## config.mk

```make
export PLATFORM = sky130hd
export DESIGN_NAME = mac_requant_flat
export DESIGN_NICKNAME = d
export VERILOG_FILES = /design/src/rtl/mac_requant_if.sv /design/src/rtl/mac_requant.sv /design/src/flat_wrapper.sv
export SDC_FILE = /design/constraint.sdc
export NUM_CORES = 1
export LEC_CHECK = 0
export CORE_MARGIN = 3
export CORE_UTILIZATION = 50
export CTS_CLUSTER_DIAMETER = 30
export CTS_CLUSTER_SIZE = 8
export DETAILED_ROUTE_END_ITERATION = 10
export GPL_TIMING_DRIVEN = 0
export PLACE_DENSITY = 0.82
export SYNTH_ARGS = -nofsm -noshare
export SYNTH_HDL_FRONTEND = slang
export SYNTH_SLANG_ARGS = --single-unit
```

## constraint.sdc

```tcl
create_clock -name clk -period 7.4 [get_ports clk]
set_input_delay 1.11 -clock clk [delete_from_list [all_inputs] [get_ports clk]]
set_output_delay 1.11 -clock clk [all_outputs]
set_load 0.01 [all_outputs]
```

## src/rtl/mac_requant_if.sv

```systemverilog
// rtl/mac_requant_if.sv - MAC result input, bias load and output FIFO handshake bundle
interface mac_requant_if #(
  parameter int OUT_W = 8
);
  logic signed [31:0] mac_din;
  logic               mac_din_vld;
  logic signed [31:0] bias_din;
  logic               bias_vld;
  logic               relu_en;
  logic [OUT_W-1:0]   dout;
  logic               dout_last;
  logic               dout_vld;
  logic               dout_rdy;
  logic               fifo_full;
  logic               overflow;

  modport slave (
    input  mac_din, mac_din_vld, bias_din, bias_vld, relu_en, dout_rdy,
    output dout, dout_last, dout_vld, fifo_full, overflow
  );

  modport master (
    output mac_din, mac_din_vld, bias_din, bias_vld, relu_en, dout_rdy,
    input  dout, dout_last, dout_vld, fifo_full, overflow
  );
endinterface

```

## src/rtl/mac_requant.sv

```systemverilog
// rtl/mac_requant.sv - bias add, ReLU, round-half-up shift, saturate, frame-tagged FWFT FIFO
module mac_requant #(
  parameter int FRAC_BITS  = 8,
  parameter int OUT_W      = 8,
  parameter int FIFO_DEPTH = 4,
  parameter int FRAME_LEN  = 16
) (
  input  logic         clk,
  input  logic         rst_n,
  mac_requant_if.slave bus
);

  localparam int PTR_W = (FIFO_DEPTH > 1) ? $clog2(FIFO_DEPTH) : 1;
  localparam int CNT_W = PTR_W + 1;
  localparam int FC_W  = (FRAME_LEN > 1) ? $clog2(FRAME_LEN) : 1;

  localparam logic signed [33:0] ROUND   = 34'sd1 <<< (FRAC_BITS - 1);
  localparam logic signed [33:0] SAT_MAX = (34'sd1 <<< (OUT_W - 1)) - 34'sd1;
  localparam logic signed [33:0] SAT_MIN = -(34'sd1 <<< (OUT_W - 1));
  localparam logic [FC_W-1:0]    FC_LAST = FC_W'(FRAME_LEN - 1);
  localparam logic [CNT_W-1:0]   CNT_FULL = CNT_W'(FIFO_DEPTH);

  logic signed [31:0] bias_q, bias_d;

  logic               s1_vld_q, s1_vld_d;
  logic signed [32:0] s1_sum_q, s1_sum_d;
  logic               s1_relu_q, s1_relu_d;

  logic               s2_vld_q, s2_vld_d;
  logic signed [33:0] s2_r_q, s2_r_d;
  logic signed [32:0] relu_sum;
  logic signed [33:0] sum34;

  logic [OUT_W-1:0]   sat;
  logic               last;
  logic [FC_W-1:0]    frame_q, frame_d;

  logic [OUT_W:0]     mem_q [FIFO_DEPTH];
  logic [PTR_W-1:0]   wr_ptr_q, wr_ptr_d;
  logic [PTR_W-1:0]   rd_ptr_q, rd_ptr_d;
  logic [CNT_W-1:0]   count_q, count_d;
  logic               overflow_q, overflow_d;
  logic               full;
  logic               not_empty;
  logic               push;
  logic               pop;

  // A sample arriving with bias_vld sees bias_q before the load takes effect.
  always_comb begin
    bias_d    = bus.bias_vld ? bus.bias_din : bias_q;
    s1_vld_d  = bus.mac_din_vld;
    s1_sum_d  = s1_sum_q;
    s1_relu_d = s1_relu_q;
    if (bus.mac_din_vld) begin
      s1_sum_d  = {bus.mac_din[31], bus.mac_din} + {bias_q[31], bias_q};
      s1_relu_d = bus.relu_en;
    end
  end

  always_comb begin
    relu_sum = (s1_relu_q && s1_sum_q[32]) ? 33'sd0 : s1_sum_q;
    sum34    = {relu_sum[32], relu_sum};
    s2_vld_d = s1_vld_q;
    s2_r_d   = s1_vld_q ? ((sum34 + ROUND) >>> FRAC_BITS) : s2_r_q;
  end

  always_comb begin
    sat = s2_r_q[OUT_W-1:0];
    if (s2_r_q > SAT_MAX) begin
      sat = SAT_MAX[OUT_W-1:0];
    end else if (s2_r_q < SAT_MIN) begin
      sat = SAT_MIN[OUT_W-1:0];
    end
  end

  // The frame counter follows write attempts, not accepted writes.
  always_comb begin
    last    = (frame_q == FC_LAST);
    frame_d = frame_q;
    if (s2_vld_q) begin
      frame_d = last ? '0 : frame_q + FC_W'(1);
    end
  end

  assign not_empty = (count_q != '0);
  assign full      = (count_q == CNT_FULL);
  assign pop       = not_empty && bus.dout_rdy;
  assign push      = s2_vld_q && (!full || pop);

  always_comb begin
    wr_ptr_d   = push ? wr_ptr_q + PTR_W'(1) : wr_ptr_q;
    rd_ptr_d   = pop ? rd_ptr_q + PTR_W'(1) : rd_ptr_q;
    overflow_d = overflow_q || (s2_vld_q && full && !pop);
    count_d    = count_q;
    case ({push, pop})
      2'b10:   count_d = count_q + CNT_W'(1);
      2'b01:   count_d = count_q - CNT_W'(1);
      default: count_d = count_q;
    endcase
  end

  always_ff @(posedge clk) begin
    if (!rst_n) begin
      bias_q     <= '0;
      s1_vld_q   <= 1'b0;
      s1_sum_q   <= '0;
      s1_relu_q  <= 1'b0;
      s2_vld_q   <= 1'b0;
      s2_r_q     <= '0;
      frame_q    <= '0;
      wr_ptr_q   <= '0;
      rd_ptr_q   <= '0;
      count_q    <= '0;
      overflow_q <= 1'b0;
      for (int i = 0; i < FIFO_DEPTH; i++) begin
        mem_q[i] <= '0;
      end
    end else begin
      bias_q     <= bias_d;
      s1_vld_q   <= s1_vld_d;
      s1_sum_q   <= s1_sum_d;
      s1_relu_q  <= s1_relu_d;
      s2_vld_q   <= s2_vld_d;
      s2_r_q     <= s2_r_d;
      frame_q    <= frame_d;
      wr_ptr_q   <= wr_ptr_d;
      rd_ptr_q   <= rd_ptr_d;
      count_q    <= count_d;
      overflow_q <= overflow_d;
      if (push) begin
        mem_q[wr_ptr_q] <= {last, sat};
      end
    end
  end

  assign bus.dout      = mem_q[rd_ptr_q][OUT_W-1:0];
  assign bus.dout_last = mem_q[rd_ptr_q][OUT_W];
  assign bus.dout_vld  = not_empty;
  assign bus.fifo_full = full;
  assign bus.overflow  = overflow_q;

endmodule
```

## src/flat_wrapper.sv

```systemverilog
// flat-port wrapper written by rule: the top's interface ports become plain ports
module mac_requant_flat 
#(
  parameter int FRAC_BITS  = 8,
  parameter int OUT_W      = 8,
  parameter int FIFO_DEPTH = 4,
  parameter int FRAME_LEN  = 16
)
  (clk, rst_n, bus_mac_din, bus_mac_din_vld, bus_bias_din, bus_bias_vld, bus_relu_en, bus_dout_rdy, bus_dout, bus_dout_last, bus_dout_vld, bus_fifo_full, bus_overflow);
  mac_requant_if #(.OUT_W(OUT_W)) bus_i ();
  input  logic clk;
  input  logic rst_n;
  input wire logic [$bits(bus_i.mac_din)-1:0] bus_mac_din;
  input wire logic [$bits(bus_i.mac_din_vld)-1:0] bus_mac_din_vld;
  input wire logic [$bits(bus_i.bias_din)-1:0] bus_bias_din;
  input wire logic [$bits(bus_i.bias_vld)-1:0] bus_bias_vld;
  input wire logic [$bits(bus_i.relu_en)-1:0] bus_relu_en;
  input wire logic [$bits(bus_i.dout_rdy)-1:0] bus_dout_rdy;
  output wire logic [$bits(bus_i.dout)-1:0] bus_dout;
  output wire logic [$bits(bus_i.dout_last)-1:0] bus_dout_last;
  output wire logic [$bits(bus_i.dout_vld)-1:0] bus_dout_vld;
  output wire logic [$bits(bus_i.fifo_full)-1:0] bus_fifo_full;
  output wire logic [$bits(bus_i.overflow)-1:0] bus_overflow;
  assign bus_i.mac_din = bus_mac_din;
  assign bus_i.mac_din_vld = bus_mac_din_vld;
  assign bus_i.bias_din = bus_bias_din;
  assign bus_i.bias_vld = bus_bias_vld;
  assign bus_i.relu_en = bus_relu_en;
  assign bus_i.dout_rdy = bus_dout_rdy;
  assign bus_dout = bus_i.dout;
  assign bus_dout_last = bus_i.dout_last;
  assign bus_dout_vld = bus_i.dout_vld;
  assign bus_fifo_full = bus_i.fifo_full;
  assign bus_overflow = bus_i.overflow;
  mac_requant #(.FRAC_BITS(FRAC_BITS), .OUT_W(OUT_W), .FIFO_DEPTH(FIFO_DEPTH), .FRAME_LEN(FRAME_LEN)) u_core (.clk(clk), .rst_n(rst_n), .bus(bus_i));
endmodule
```

* After elaboration in Yosys (flattened, before gate mapping)
Memory sizes are Yosys's and may differ from the RTL's. A register that Yosys moved wholly into a read port is not among the register bits. Cells that the tools add are included.
Storage, ports and cells: register bits after elaboration 106, RAM bits 36, input bits 70, output and inout bits 12, word-level logic and storage cells 51, memories kept 1
Memories:
- u_core.mem_q | words 4, width 9, rd ports 1, clocked after memory_dff 1, wr ports 4, line mac_requant.sv:38 | logic [OUT_W:0] mem_q [FIFO_DEPTH];
Cells by class: $add $sub $neg 7, $lt $le $gt $ge 2, equality and inequality tests 4, multiplexer cells 14, reduce and logical (&&, ||, !) cells 12
Operators by type and width (count):
- $add A33 B9 Y34 const B | 1
- $add A32 B32 Y33 | 1
- $mux W33 | 1
- $gt A26 B8 Y1 const B | 1
- $lt A26 B8 Y1 const B | 1
- $mux W8 | 2
- $mux W9 | 1
- $reduce_or A9 Y1 | 1
- $mux W2 | 3
- $pmux W3 S2 | 1
- $logic_and A1 B1 Y1 | 5
- $mux W1 | 5
- $add A2 B1 Y2 const B | 2
- $add A4 B1 Y4 const B | 1
- $eq A4 B4 Y1 const B | 1
- $mux W4 | 1
- $add A3 B1 Y3 const B | 1
- $eq A3 B3 Y1 const B | 1
- $reduce_bool A3 Y1 | 1
- $sub A3 B1 Y3 const B | 1
- $eq A2 B1 Y1 const B | 1
- $eq A2 B2 Y1 const B | 1
- $logic_not A1 Y1 | 2
- $logic_or A1 B1 Y1 | 2
- $reduce_bool A2 Y1 | 1

* Logic depth before layout (Yosys ltp)
depth in word-level cells 9, depth in mapped cells 11, gate-level depth less buffers 9

* Worst setup path after synthesis
No wires, ideal clock.
path type input port to flip-flop, start in bus_mac_din[9], end reg u_core.s1_sum_q[30], data arrival time 2853 ps, setup slack 4424 ps, stages on the path 8, buffers on the path 0, path through ha_1 -> nand2_1 -> nor4_1 -> o21ai_1 -> a2111oi_4 -> o21ai_2 -> o21ai_1 -> mux2_1
On the way: longest elaborated chain between the ends 1
Ends and longest elaborated chain:
- start, declared | line flat_wrapper.sv:13 | input wire logic [$bits(bus_i.mac_din)-1:0] bus_mac_din;
- $add A32 B32 Y33 | line mac_requant.sv:55 | s1_sum_d = {bus.mac_din[31], bus.mac_din} + {bias_q[31], bias_q};
- end signal, assigned | line mac_requant.sv:121 | s1_sum_q <= s1_sum_d;
- end, declared | line mac_requant.sv:26 | logic signed [32:0] s1_sum_q, s1_sum_d;
No other way between the ends. A chain may end at the register's enable or synchronous reset.

==> flow_summary.json <==
{
  "die-area_sq_mm": 0.01680,
  "status": "complete, no violations",
  "drt_first_pass_iters": 7,
  "final_cell_mix": "nor2_1 (113), dfxtp_1 (101), clkdlybuf4s50_1 (79), nand2_1 (60), a21oi_1 (54)",
  "grt_pass1_vias": 6321,
  "tns_ns": 0,
  "crit_chain": "clkbuf_1, mux4_2, clkdlybuf4s50_1",
  "finClkSkew_ns": 0.008123,
  "final_layout_size_suffix_gt1_share_pct": 8.439,
  "p_per_area_mw_per_mm2": 229.3,
  "drtIter0Drc": 329,
  "yosys.area.top_type": "dfxtp_1",
  "cts_tree": "built",
  "hold_path_class": "reg2reg",
  "synthesis.nets": 941,
  "cp.arrival_ns": 2.40,
  "ir_worst_vdd_mv": 0.1644,
  "fin_area_sq_mm": 0.009270,
  "track_usage_pct": 22.02,
  "synth_cell_types": 71,
  "rsz0062_at_grt": "no",
  "fin_crit_ns": 3.515,
  "ys_seq_elements": 137,
  "antenna_found_initial": 0,
  "post_drt_wl_per_cell_um": 15.56,
  "setup_viol": 0,
  "synth_area_sq_mm": 0.007640,
  "post-route-period-util_pct": 47.50,
  "synth_edf_count": 36,
  "cp-start-kind": "register",
  "hold_violations": 0,
  "core_sq_mm": 0.01475,
  "chipWidth_um": 129.6,
  "slew_headroom_pct": 13.56,
  "placed_cell_area_sq_mm": 0.008661,
  "root_buffer": "clkbuf_16",
  "rows": 44,
  "clockBufferDepth": 2,
  "ys_top_cells_by_area": "dfxtp_1 (26%), edfxtp_1 (14%), mux2i_1 (5.6%), nor2_1 (5.6%), ha_1 (5.4%)",
  "end_kind": "output port",
  "final_common_cell": "nor2_1",
  "ctsHoldBuffers": 0,
  "slowest_stage": "mux4_2",
  "crit_path_max_incr_delay_ns": 0.60,
  "async_reset_ff_share_pct": 0,
  "drc": 0,
  "start_util_pct": 51.78,
  "num_io_pins": 82,
  "finalMaxSlewViolations": 0,
  "n_fill_cell": 1236,
  "grt_pass1_wl_um": 29750,
  "grt_max_degree": 17,
  "ys_warn_count": 0,
  "max_freq_ghz": 0.2845,
  "num_vias": 6456,
  "cts.repair.resized": 0,
  "critical-path-top-delay-family": "buffers and inverters",
  "numCtsBuffers": 17,
  "cp_max_fo": 9,
  "synth-seq-area-share_pct": 40.62,
  "postCtsSetupBuffers": 0,
  "synthCells": 837,
  "die_h_um": 129.6,
  "clkTransAtPathRegs_ns": 0.06,
  "avgSynthCellArea_sq_um": 9.128,
  "port_buffers": 79,
  "cap_viol_max_count": 0,
  "path_buf_inv": 2,
  "worstMarginPinSlew_ns": 1.283,
  "gp_congestion": 0.8585,
  "yosysTopAreaCellShare_pct": 26.47,
  "grt.overflow.total": 0,
  "ant_nets": 0,
  "synth_flop_cell": "dfxtp_1",
  "clk_latency_ns": 0.43,
  "totalWireLength_um": 17620,
  "vias_per_cell": 5.703,
  "cts_sinks": 137,
  "h-tree-depth": 4,
  "antennaDiodeCount": 0,
  "areaGrowthSynthToFinish_pct": 21.34,
  "critPathKind": "reg2out",
  "dp_hpwl_um": 13190,
  "nets": 1039,
  "p_leak_nw": 3.633,
  "worstPathRequired_ns": 6.29
}
-- registers in the layout, indices dropped and copies added (netlist names), named ones only --
register	cells
u_core.s1_relu_q	1
u_core.s1_sum_q	26
u_core.wr_ptr_q	2
u_core.frame_q	4
u_core.s2_r_q	26
u_core.bias_q	32
u_core.bus.overflow	1
u_core.rd_ptr_q	2
u_core.s1_vld_q	1
u_core.mem_q	36
u_core.s2_vld_q	1
u_core.count_q	3
-- layer usage --
metal | routed length [um] | vias to the layer above | share of wire [%] | track usage (%)
li1 | - | 3218 | - | -
met1 | 7763 | 3023 | 44 | 26.31
met2 | 8576 | 171 | 49 | 38.06
met5 | 0 | - | 0 | 0
met4 | 572 | 0 | 3.2 | 10.27
met3 | 707 | 44 | 4.0 | 4.411
-- cell families (layout without fill, tap and decap cells) --
group                      count (synthesis)  count (layout)  share of synthesized area [%]
AOI/OAI and AO/OA                        170             170                          14.82
xor gates and xnor gates                  44              44                          5.044
adders and majority gates                 34              34                          5.667
buffers and inverters                     64             175                          3.505
DFF                                      137             137                          40.62
muxes                                     55              55                          8.729
and+or+nand+nor                          333             333                          21.62
-- worst paths after layout --
path,start,endpoint,slack (ns),cells after the start
min reg2reg,u_core.bus.overflow,u_core.bus.overflow,0.48,2
min,u_core.bus.overflow,u_core.bus.overflow,0.48,2
max reg2reg,u_core.s1_sum_q[32],u_core.s2_r_q[19],4.33,11
max,register,bus_dout[4],3.89,3
-- cell type report --
class	instances	area, sq um	area share (%)
repair buffers	79	790.8	8.530
clock inverters	15	178.9	1.930
clock buffers	17	425.4	4.589
plain buffers	45	196.4	2.119
flip-flops and latches	137	3103	33.47
multi-input cells	636	4274	46.11
well taps	184	230.2	2.483
inverters	19	71.32	0.7693
-- Yosys cell counts (all sizes together) (18+ instances only) --
cell type / n
mux2i: 43
ha: 33
nand2b: 19
edfxtp: 36
nor2: 122
buf: 19
clkbuf: 26
xor2: 26
nand3: 38
nand4: 19
nand2: 60
xnor2: 18
o21ai: 35
dfxtp: 101
a21oi: 55
-- stage by stage --
step / utilization, % / instances / power, mW / setup WS, ns / hold slack [ns]
6_report: 62.83 / 1132 / 2.125 / 3.885 / 0.4753
5_1_grt: 62.83 / 1132 / 2.218 / 3.718 / 0.5126
4_1_cts: 62.80 / 1132 / 2.131 / 3.839 / 0.4778
3_5_place_dp: 58.70 / 1100 / 1.272 / 3.536 / 0.4609
3_3_place_gp: 58.70 / 1100 / 1.260 / 3.545 / 0.4583
2_1_floorplan: - / 837 / 1.135 / 4.424 / 0.4461
-- where the power goes --
group / internal (mW) / switching [mW] / total, mW / leakage, nW
Combinational: 0.190 / 0.211 / 0.401 / 2.14
Clock: 0.508 / 0.357 / 0.865 / 0.291
Sequential: 0.820 / 0.0393 / 0.860 / 1.20
Total: 1.52 / 0.606 / 2.13 / 3.63
-- worst reg2reg max path, cell delays in order, from the launching register on --
cell	delay, ns
dfxtp_1	0.37
nand2_1	0.30
clkbuf_1	0.41
buf_2	0.30
and2_1	0.16
ha_1	0.26
inv_1	0.11
or4_4	0.58
nor2_2	0.11
xor2_1	0.16
nand3_1	0.10
a21oi_1	0.14
Note: power is estimated with default switching activity, not from simulation.
